### config.mk
export PLATFORM = sky130hd
export DESIGN_NAME = hn_entry_state
export DESIGN_NICKNAME = d
export VERILOG_FILES = /design/src/rtl/hn_pkg.sv /design/src/rtl/hn_entry_state.sv
export SDC_FILE = /design/constraint.sdc
export NUM_CORES = 1
export LEC_CHECK = 0
export ABC_AREA = 0
export ABC_CLOCK_PERIOD_IN_PS = 4540
export BUFFER_PORTS_ARGS = -buffer_cell sky130_fd_sc_hd__buf_2
export CAP_MARGIN = 20
export CORE_UTILIZATION = 25
export DETAILED_ROUTE_END_ITERATION = 6
export PLACE_DENSITY = 0.42
export RECOVER_POWER = 100
export SLEW_MARGIN = 5
export SYNTH_ARGS = -nofsm -noshare
export SYNTH_HDL_FRONTEND = slang
export SYNTH_SLANG_ARGS = --single-unit
### constraint.sdc
create_clock -name clk -period 4.54 [get_ports clk]
set_input_delay 0.227 -clock clk [delete_from_list [all_inputs] [get_ports clk]]
set_output_delay 0.227 -clock clk [all_outputs]
set_load 0.05 [all_outputs]
### src/rtl/hn_pkg.sv
// Shared definitions for the home-node entry tracker: CHI request opcodes
// and the single-entry FSM state encoding.
package hn_pkg;

    typedef enum logic [1:0] {
        OP_READ_UNIQUE    = 2'd0,
        OP_MAKE_UNIQUE    = 2'd1,
        OP_WRITE_BACK     = 2'd2,
        OP_RESERVED       = 2'd3
    } op_e;

    typedef enum logic [2:0] {
        ST_IDLE     = 3'd0,
        ST_SNP_SEND = 3'd1,
        ST_SNP_WAIT = 3'd2,
        ST_MRD_REQ  = 3'd3,
        ST_MRD_WAIT = 3'd4,
        ST_RSP_SEND = 3'd5,
        ST_ACK_WAIT = 3'd6,
        ST_MWR_REQ  = 3'd7
    } state_e;

endpackage

### src/rtl/hn_entry_state.sv
// Single-entry home-node transaction tracker. Accepts one CHI request at a
// time, optionally snoops a peer, reads/writes memory as the opcode needs,
// sends the completion and waits for the requester's final acknowledgement.
// All valid outputs are decoded from registered state only.
module hn_entry_state
    import hn_pkg::*;
#(
    parameter int CNT_W = 8
) (
    input  logic             clk,
    input  logic             reset_n,
    input  logic             rxreq_valid,
    output logic             rxreq_ready,
    input  logic [1:0]       rxreq_op,
    input  logic             rxreq_snp_needed,
    output logic             txsnp_valid,
    input  logic             txsnp_ready,
    input  logic             rxrsp_snpresp_valid,
    input  logic             rxdat_snprespdata_valid,
    output logic             mem_rd_valid,
    input  logic             mem_rd_ready,
    input  logic             mem_rd_done,
    output logic             mem_wr_valid,
    input  logic             mem_wr_ready,
    output logic             txrsp_comp_valid,
    output logic             txrsp_compdbidresp_valid,
    input  logic             txrsp_ready,
    output logic             txdat_compdata_valid,
    input  logic             txdat_ready,
    input  logic             rxrsp_compack_valid,
    input  logic             rxdat_cbwrdata_valid,
    output logic             busy,
    output logic             proto_err,
    output logic [CNT_W-1:0] done_cnt
);

    state_e             state_q, state_d;
    op_e                op_q, op_d;
    logic               snp_q, snp_d;
    logic               dfs_q, dfs_d;   // completion data came from the snooped peer
    logic               err_q, err_d;
    logic [CNT_W-1:0]   cnt_q, cnt_d;
    logic               rsp_ready;
    logic               snp_pulse;
    logic               ack_pulse;

    // Next-state, latched request fields, sticky error and completion counter
    always_comb begin
        state_d   = state_q;
        op_d      = op_q;
        snp_d     = snp_q;
        dfs_d     = dfs_q;
        err_d     = err_q;
        cnt_d     = cnt_q;
        snp_pulse = rxrsp_snpresp_valid | rxdat_snprespdata_valid;
        ack_pulse = rxrsp_compack_valid | rxdat_cbwrdata_valid;
        // CompData travels on the DAT channel, Comp/CompDBIDResp on RSP
        rsp_ready = (op_q == OP_READ_UNIQUE) ? txdat_ready : txrsp_ready;

        case (state_q)
            ST_IDLE: begin
                if (rxreq_valid) begin
                    op_d  = op_e'(rxreq_op);
                    snp_d = rxreq_snp_needed;
                    dfs_d = 1'b0;
                    case (op_e'(rxreq_op))
                        OP_READ_UNIQUE: state_d = rxreq_snp_needed ? ST_SNP_SEND : ST_MRD_REQ;
                        OP_MAKE_UNIQUE: state_d = rxreq_snp_needed ? ST_SNP_SEND : ST_RSP_SEND;
                        OP_WRITE_BACK:  state_d = ST_RSP_SEND;
                        default:        err_d   = 1'b1;
                    endcase
                end
            end
            ST_SNP_SEND: if (txsnp_ready) state_d = ST_SNP_WAIT;
            ST_SNP_WAIT: begin
                // Data-carrying snoop response takes priority over dataless one
                if (rxdat_snprespdata_valid) begin
                    state_d = ST_RSP_SEND;
                    dfs_d   = 1'b1;
                end else if (rxrsp_snpresp_valid) begin
                    state_d = (op_q == OP_READ_UNIQUE) ? ST_MRD_REQ : ST_RSP_SEND;
                end
            end
            ST_MRD_REQ:  if (mem_rd_ready) state_d = ST_MRD_WAIT;
            ST_MRD_WAIT: if (mem_rd_done)  state_d = ST_RSP_SEND;
            ST_RSP_SEND: if (rsp_ready)    state_d = ST_ACK_WAIT;
            ST_ACK_WAIT: begin
                if (op_q == OP_WRITE_BACK) begin
                    if (rxdat_cbwrdata_valid) state_d = ST_MWR_REQ;
                end else if (rxrsp_compack_valid) begin
                    // Dirty data pulled from the peer must be written back
                    state_d = (op_q == OP_READ_UNIQUE && snp_q && dfs_q) ? ST_MWR_REQ : ST_IDLE;
                end
            end
            ST_MWR_REQ:  if (mem_wr_ready) state_d = ST_IDLE;
            default:     state_d = ST_IDLE;
        endcase

        // Pulses arriving in the wrong state are flagged and otherwise ignored
        if (snp_pulse && state_q != ST_SNP_WAIT)   err_d = 1'b1;
        if (mem_rd_done && state_q != ST_MRD_WAIT) err_d = 1'b1;
        if (ack_pulse && state_q != ST_ACK_WAIT)   err_d = 1'b1;
        if (state_q == ST_ACK_WAIT &&
            ((op_q == OP_WRITE_BACK && rxrsp_compack_valid) ||
             (op_q != OP_WRITE_BACK && rxdat_cbwrdata_valid)))
            err_d = 1'b1;

        if (state_q != ST_IDLE && state_d == ST_IDLE)
            cnt_d = cnt_q + CNT_W'(1);
    end

    // State and control registers, cleared asynchronously
    always_ff @(posedge clk or negedge reset_n) begin
        if (!reset_n) begin
            state_q <= ST_IDLE;
            op_q    <= OP_READ_UNIQUE;
            snp_q   <= 1'b0;
            dfs_q   <= 1'b0;
            err_q   <= 1'b0;
            cnt_q   <= '0;
        end else begin
            state_q <= state_d;
            op_q    <= op_d;
            snp_q   <= snp_d;
            dfs_q   <= dfs_d;
            err_q   <= err_d;
            cnt_q   <= cnt_d;
        end
    end

    // Handshake and status outputs decoded from registered state
    always_comb begin
        rxreq_ready              = (state_q == ST_IDLE);
        busy                     = (state_q != ST_IDLE);
        txsnp_valid              = (state_q == ST_SNP_SEND);
        mem_rd_valid             = (state_q == ST_MRD_REQ);
        mem_wr_valid             = (state_q == ST_MWR_REQ);
        txdat_compdata_valid     = (state_q == ST_RSP_SEND) && (op_q == OP_READ_UNIQUE);
        txrsp_comp_valid         = (state_q == ST_RSP_SEND) && (op_q == OP_MAKE_UNIQUE);
        txrsp_compdbidresp_valid = (state_q == ST_RSP_SEND) && (op_q == OP_WRITE_BACK);
        proto_err                = err_q;
        done_cnt                 = cnt_q;
    end

endmodule

==> impl_metrics.json, run 1 <==
{
  "outcome": "finished clean",
  "ys_seq_elements": 16,
  "vias": 960,
  "slowest_delay_ns": 0.65,
  "path_depth": 6,
  "power.density_nw_per_um2": 728.5,
  "clk_pin_slew_ns": 0.06,
  "cts_root_buffer": "clkbuf_8",
  "antenna_found_initial": 0,
  "synth_area_leaders": "dfrtp_1 (38%), xor2_1 (5.0%), mux2_2 (3.2%), a21oi_1 (2.8%), nor3_1 (2.8%)",
  "avgViaCountPerCell": 4.898,
  "min_path_cells": 2,
  "worstPathArrival_ns": 2.97,
  "cts_resized": 0,
  "final_antenna_net_count": 0,
  "hold_class": "in2reg",
  "cts_setup_buffers": 0,
  "setup.worst_path.class": "reg2reg",
  "multi_input_area_um2": 596.8,
  "crit_fanout": 16,
  "die_w_um": 66.99,
  "clock_path_buffers": 2,
  "yosysMostFrequentCell": "dfrtp_1",
  "synth-main-ff-cell": "dfrtp_1",
  "rsz0062_at_grt": "no",
  "post-place-ws_ns": 1.773,
  "io_pins": 33,
  "synth_cell_type_count": 42,
  "required_ns": 4.66,
  "dp_hpwl_um": 2124,
  "fin_util": 0.3146,
  "fill_cells": 458,
  "total_power_mw": 0.9234,
  "grt_max_degree": 18,
  "fp.coreArea_um2": 4029,
  "cts_buffers": 3,
  "r2r_cells": 6,
  "grt_pass1_wl_um": 4291,
  "overflow": 0,
  "fin_nets": 165,
  "synth_cells": 116,
  "hold_viol": 0,
  "htreeDepth": 1,
  "antenna_cells": 0,
  "fin_skew_ns": 0.001267,
  "cts_tree": "built",
  "initial_core_util": 0.2621,
  "slew_headroom": 0.3774,
  "setup_viol": 0,
  "max_freq_mhz": 350.7,
  "crit_buf_inv": 0,
  "worstMarginPinSlew_ns": 0.9209,
  "synth.largest_area_cell": "dfrtp_1",
  "insertion_delay_ns": 0.24,
  "stdcell_area_um2": 1267,
  "synth_edf_count": 0,
  "grt_pass1_vias": 920,
  "cts_hold_buffers": 1,
  "drv_cap": 0,
  "drive_gt1_frac": 0.1575,
  "numClockSinks": 16,
  "port_buffers": 32,
  "track_usage": 0.1310,
  "detail_route.wl_per_cell_um": 13.48,
  "routabilityCongestion": 0.7941,
  "die_h_um": 66.99,
  "synthTopCellsByCount": "dfrtp_1 (16), nor2_1 (8), nand2_1 (7)",
  "p_leak_nw": 0.5367,
  "synth_fp_nets": 133,
  "wl_um": 2643,
  "crit_chain": "and4b_1, a311o_1, a311oi_1, or4b_1, or2_0, mux2_1",
  "die-area_um2": 4488,
  "placed_area_um2": 1251,
  "rows": 23,
  "fin_crit_sh": 0.6281,
  "drt_first_iter_violations": 87,
  "syn2layout_area_growth_pct": 20.02,
  "fin_tns_setup_ns": 0,
  "yosys_warnings": 0,
  "start_kind": "flip-flop",
  "synth_top_area_frac": 0.3791,
  "syn_avg_cell_area_um2": 9.104,
  "report.final.slew_viol_count": 0,
  "yosysSeqAreaShare": 0.3791,
  "cpLargestDelayFamily": "simple AND/OR/NAND/NOR gates",
  "fin_crit_ns": 2.852,
  "regArea_um2": 400.4,
  "drc": 0,
  "synthesis.area_um2": 1056,
  "drtPass1Iterations": 4,
  "worst_slack_ns": 1.688,
  "async_flop_share": 1.000,
  "vdd_drop_max_mv": 0.3197,
  "endpoint_kind": "flip-flop",
  "cpMaxStageDelayCell": "dfrtp_1"
}
## cells in the final DEF, fill, tap and decap left out, types with 3 or more instances in the layout
cell and count:
inv_1 5, buf_2 14, clkbuf_1 18, nor3_1 6, a21oi_1 6, nor2b_1 3, nor4_1 3, nand2_1 7
nor3b_1 4, xor2_1 6, dfrtp_1 16, nor2_1 8, nand3_1 5, mux2_2 3, and3_1 3, clkbuf_8 3
## through the flow
| stage | hold WS, ns | instances |
|---|---|---|
| after floorplan | -0.06859 | 116 |
| after global placement | 0.1671 | 192 |
| after detailed placement | 0.1657 | 192 |
| after CTS | 0.2568 | 196 |
| after global routing | 0.2663 | 196 |
| final | 0.2661 | 196 |
## per-layer routing
layer / GRT usage / wire length, µm
met1: 0.1715 / 1279
met2: 0.2121 / 1172
met3: 0.01884 / 172
met4: 0.05585 / 19
met5: 0 / 0
## registers in the layout, indices dropped and copies added (netlist names)
register   flops
snp_q          1
dfs_q          1
op_q           2
state_q        3
proto_err      1
done_cnt       8
## cell type report
cell class	instances	area share
tap	50	0.04936
clock buffer	3	0.03258
inverter	5	0.01481
sequential	16	0.3159
timing repair buffer	33	0.1165
multi-input combinational	89	0.4709
## power breakdown
part	internal, mW	total [mW]	switching [mW]
clock network	0.0586	0.100	0.0415
logic	0.164	0.510	0.346
registers	0.200	0.314	0.113
total	0.422	0.923	0.501
## worst register-to-register path, stage by stage, from the launching register on
cell	delay, ns
dfrtp_1	0.65
and4b_1	0.26
a311o_1	0.27
a311oi_1	0.32
or4b_1	0.60
or2_0	0.30
mux2_1	0.33
## cell families after synthesis
kind of cell | synth area share
buffers and inverters | 0.04383
muxes | 0.06516
AOI/OAI and AO/OA | 0.1552
and+or+nand+nor | 0.2867
xor gates and xnor gates | 0.05806
adders and majority gates | 0.01185
DFF | 0.3791
## worst paths after layout
kind	to	slack, ns	start
max	done_cnt[1]	1.69	state_q[2]
min reg2reg	done_cnt[7]	0.48	done_cnt[7]
min	snp_q	0.27	rxreq_snp_needed
max in group asynchronous	state_q[2]	3.39	reset_n
min in group asynchronous	done_cnt[3]	0.61	reset_n
max reg2reg	done_cnt[1]	1.69	state_q[2]
No activity file was read; power rests on OpenSTA's default activity.
==> run 2, diff against run 1 <==
--- a/config.mk
+++ b/config.mk
@@ -6,12 +6,12 @@
 export NUM_CORES = 1
 export LEC_CHECK = 0
 export ABC_AREA = 0
-export ABC_CLOCK_PERIOD_IN_PS = 4540
+export ABC_CLOCK_PERIOD_IN_PS = 2550
 export BUFFER_PORTS_ARGS = -buffer_cell sky130_fd_sc_hd__buf_2
 export CAP_MARGIN = 20
 export CORE_UTILIZATION = 25
 export DETAILED_ROUTE_END_ITERATION = 6
-export PLACE_DENSITY = 0.42
+export PLACE_DENSITY = 0.43
 export RECOVER_POWER = 100
 export SLEW_MARGIN = 5
 export SYNTH_ARGS = -nofsm -noshare
==> constraint.sdc (replaced) <==
create_clock -name clk -period 2.55 [get_ports clk]
set_input_delay 0.1275 -clock clk [delete_from_list [all_inputs] [get_ports clk]]
set_output_delay 0.1275 -clock clk [all_outputs]
set_load 0.05 [all_outputs]
==> run 2 against run 1 <==
Worst hold slack got worse by 0.11 ns. Sequential share of layout area is 2.1 points lower. Clock power is 130% higher. Power is 100% higher. Non-clock buffer count is 9 higher. Critical path depth unchanged. Setup slack got worse by 1.6 ns. Sequential cell count unchanged. Final area is 7.2% higher. Die area is the same. Via count up 7.3%. Wire length grew 5.5%. Critical endpoint unchanged. Largest cell class unchanged. Highest routed layer unchanged.
==> impl_metrics.json, run 2 (synthesized netlist as in run 1, its figures left out) <==
{
  "layout_commonest_cell": "clkbuf_1",
  "fill_cells": 455,
  "clock_path_buffers": 2,
  "die_h_um": 66.99,
  "fp.coreArea_um2": 4029,
  "port_buffers": 32,
  "min_path_cells": 2,
  "fin_skew_ns": 0.01047,
  "post-place-ws_ns": 0.1677,
  "hold-worst-slack_ns": 0.1517,
  "outcome": "finished clean",
  "grt_pass1_wl_um": 4609,
  "drt_first_iter_violations": 81,
  "overflow": 0,
  "r2r_start": "state_q[2]",
  "layout_common_cells": "clkbuf_1 (18), dfrtp_1 (16), buf_2 (15)",
  "grt_max_degree": 17,
  "endpoint_kind": "flip-flop",
  "setup.worst_path.class": "reg2reg",
  "numClockSinks": 16,
  "drive_gt1_frac": 0.2308,
  "hold_viol": 0,
  "antenna_cells": 0,
  "vias": 1030,
  "power.density_nw_per_um2": 1356,
  "total_power_mw": 1.843,
  "r2r_cells": 6,
  "initial_core_util": 0.2621,
  "drc": 0,
  "insertion_delay_ns": 0.25,
  "p_leak_nw": 0.5920,
  "dr_wl_met3_um": 121,
  "syn2layout_area_growth_pct": 28.67,
  "met2_length_um": 1265,
  "wl_met1_um": 1374,
  "rows": 23,
  "drv_cap": 0,
  "rsz0062_at_grt": "no",
  "report.final.slew_viol_count": 0,
  "reg2reg_setup_slack_ns": 0.12,
  "die_w_um": 66.99,
  "cts_setup_buffers": 0,
  "hold_path_startpoint": "rxreq_snp_needed",
  "start_kind": "flip-flop",
  "avgViaCountPerCell": 5.000,
  "fin_nets": 174,
  "highest_layer": "met4",
  "worstMarginPinSlew_ns": 0.9100,
  "wl_um": 2788,
  "cts_buffers": 3,
  "fin_tns_setup_ns": 0,
  "stdcell_area_um2": 1359,
  "slew_headroom": 0.3933,
  "fin_crit_sh": 0.9548,
  "worstPathArrival_ns": 2.58,
  "drtPass1Iterations": 4,
  "cts_tree": "built",
  "grt_pass1_vias": 961,
  "die-area_um2": 4488,
  "detail_route.wl_per_cell_um": 13.53,
  "placed_area_um2": 1324,
  "max_freq_mhz": 410.7,
  "dp_hpwl_um": 2159,
  "routabilityCongestion": 0.7359,
  "track_usage": 0.1378,
  "fin_crit_ns": 2.435,
  "io_pins": 33,
  "largest_register_ff_count": 8,
  "antenna_found_initial": 0,
  "final_antenna_net_count": 0,
  "htreeDepth": 1,
  "hold_class": "in2reg",
  "crit_fanout": 7,
  "vdd_drop_max_mv": 0.7255,
  "worst_slack_ns": 0.1153,
  "required_ns": 2.69,
  "cts_root_buffer": "clkbuf_8",
  "crit_start": "state_q[2]",
  "setup_viol": 0,
  "clk_pin_slew_ns": 0.07
}
run 2: layer usage:
metal,GRT usage,up-vias
li1,-,509
met2,0.2096,24
met3,0.02055,4
met4,0.05585,0
met1,0.1923,493
met5,0,-
run 2: where the power goes:
group	switching (mW)	internal [mW]	total [mW]
combinational	0.730	0.390	1.12
clock	0.0926	0.137	0.230
sequential	0.136	0.357	0.493
total	0.958	0.884	1.84
run 2: cell type report:
cell class | instances | area (µm²) | area share
multi-input combinational | 89 | 611.8 | 0.4503
clock buffer | 4 | 55.05 | 0.04052
tap | 50 | 62.56 | 0.04604
sequential | 16 | 400.4 | 0.2947
timing repair buffer | 42 | 210.2 | 0.1547
inverter | 5 | 18.77 | 0.01381
run 2: path summary, 6_finish.rpt:
path,to
worst max-delay path,done_cnt[1]
worst min-delay path,snp_q
worst max register to register,done_cnt[1]
worst min register to register,done_cnt[7]
max in group asynchronous,done_cnt[4]
min in group asynchronous,done_cnt[3]
run 2: repair_timing:
action | CTS | global route
resized for setup | 0 | 1
endpoints found under the setup margin | 0 | 1
hold endpoints to repair | 16 | 0
hold buffers | 1 | 0
run 2: critical path, stage by stage, from the launching register on:
cell and delay (ns):
dfrtp_1 0.43, buf_4 0.18, a311o_1 0.32, a311oi_2 0.28, or4b_1 0.51, or2_0 0.28, mux2_4 0.31
run 2: stage by stage:
step / instances / util
6_report: 206 / 0.3373
5_1_grt: 206 / 0.3373
4_1_cts: 206 / 0.3447
3_5_place_dp: 201 / 0.3286
3_3_place_gp: 201 / 0.3286
2_1_floorplan: 116 / -
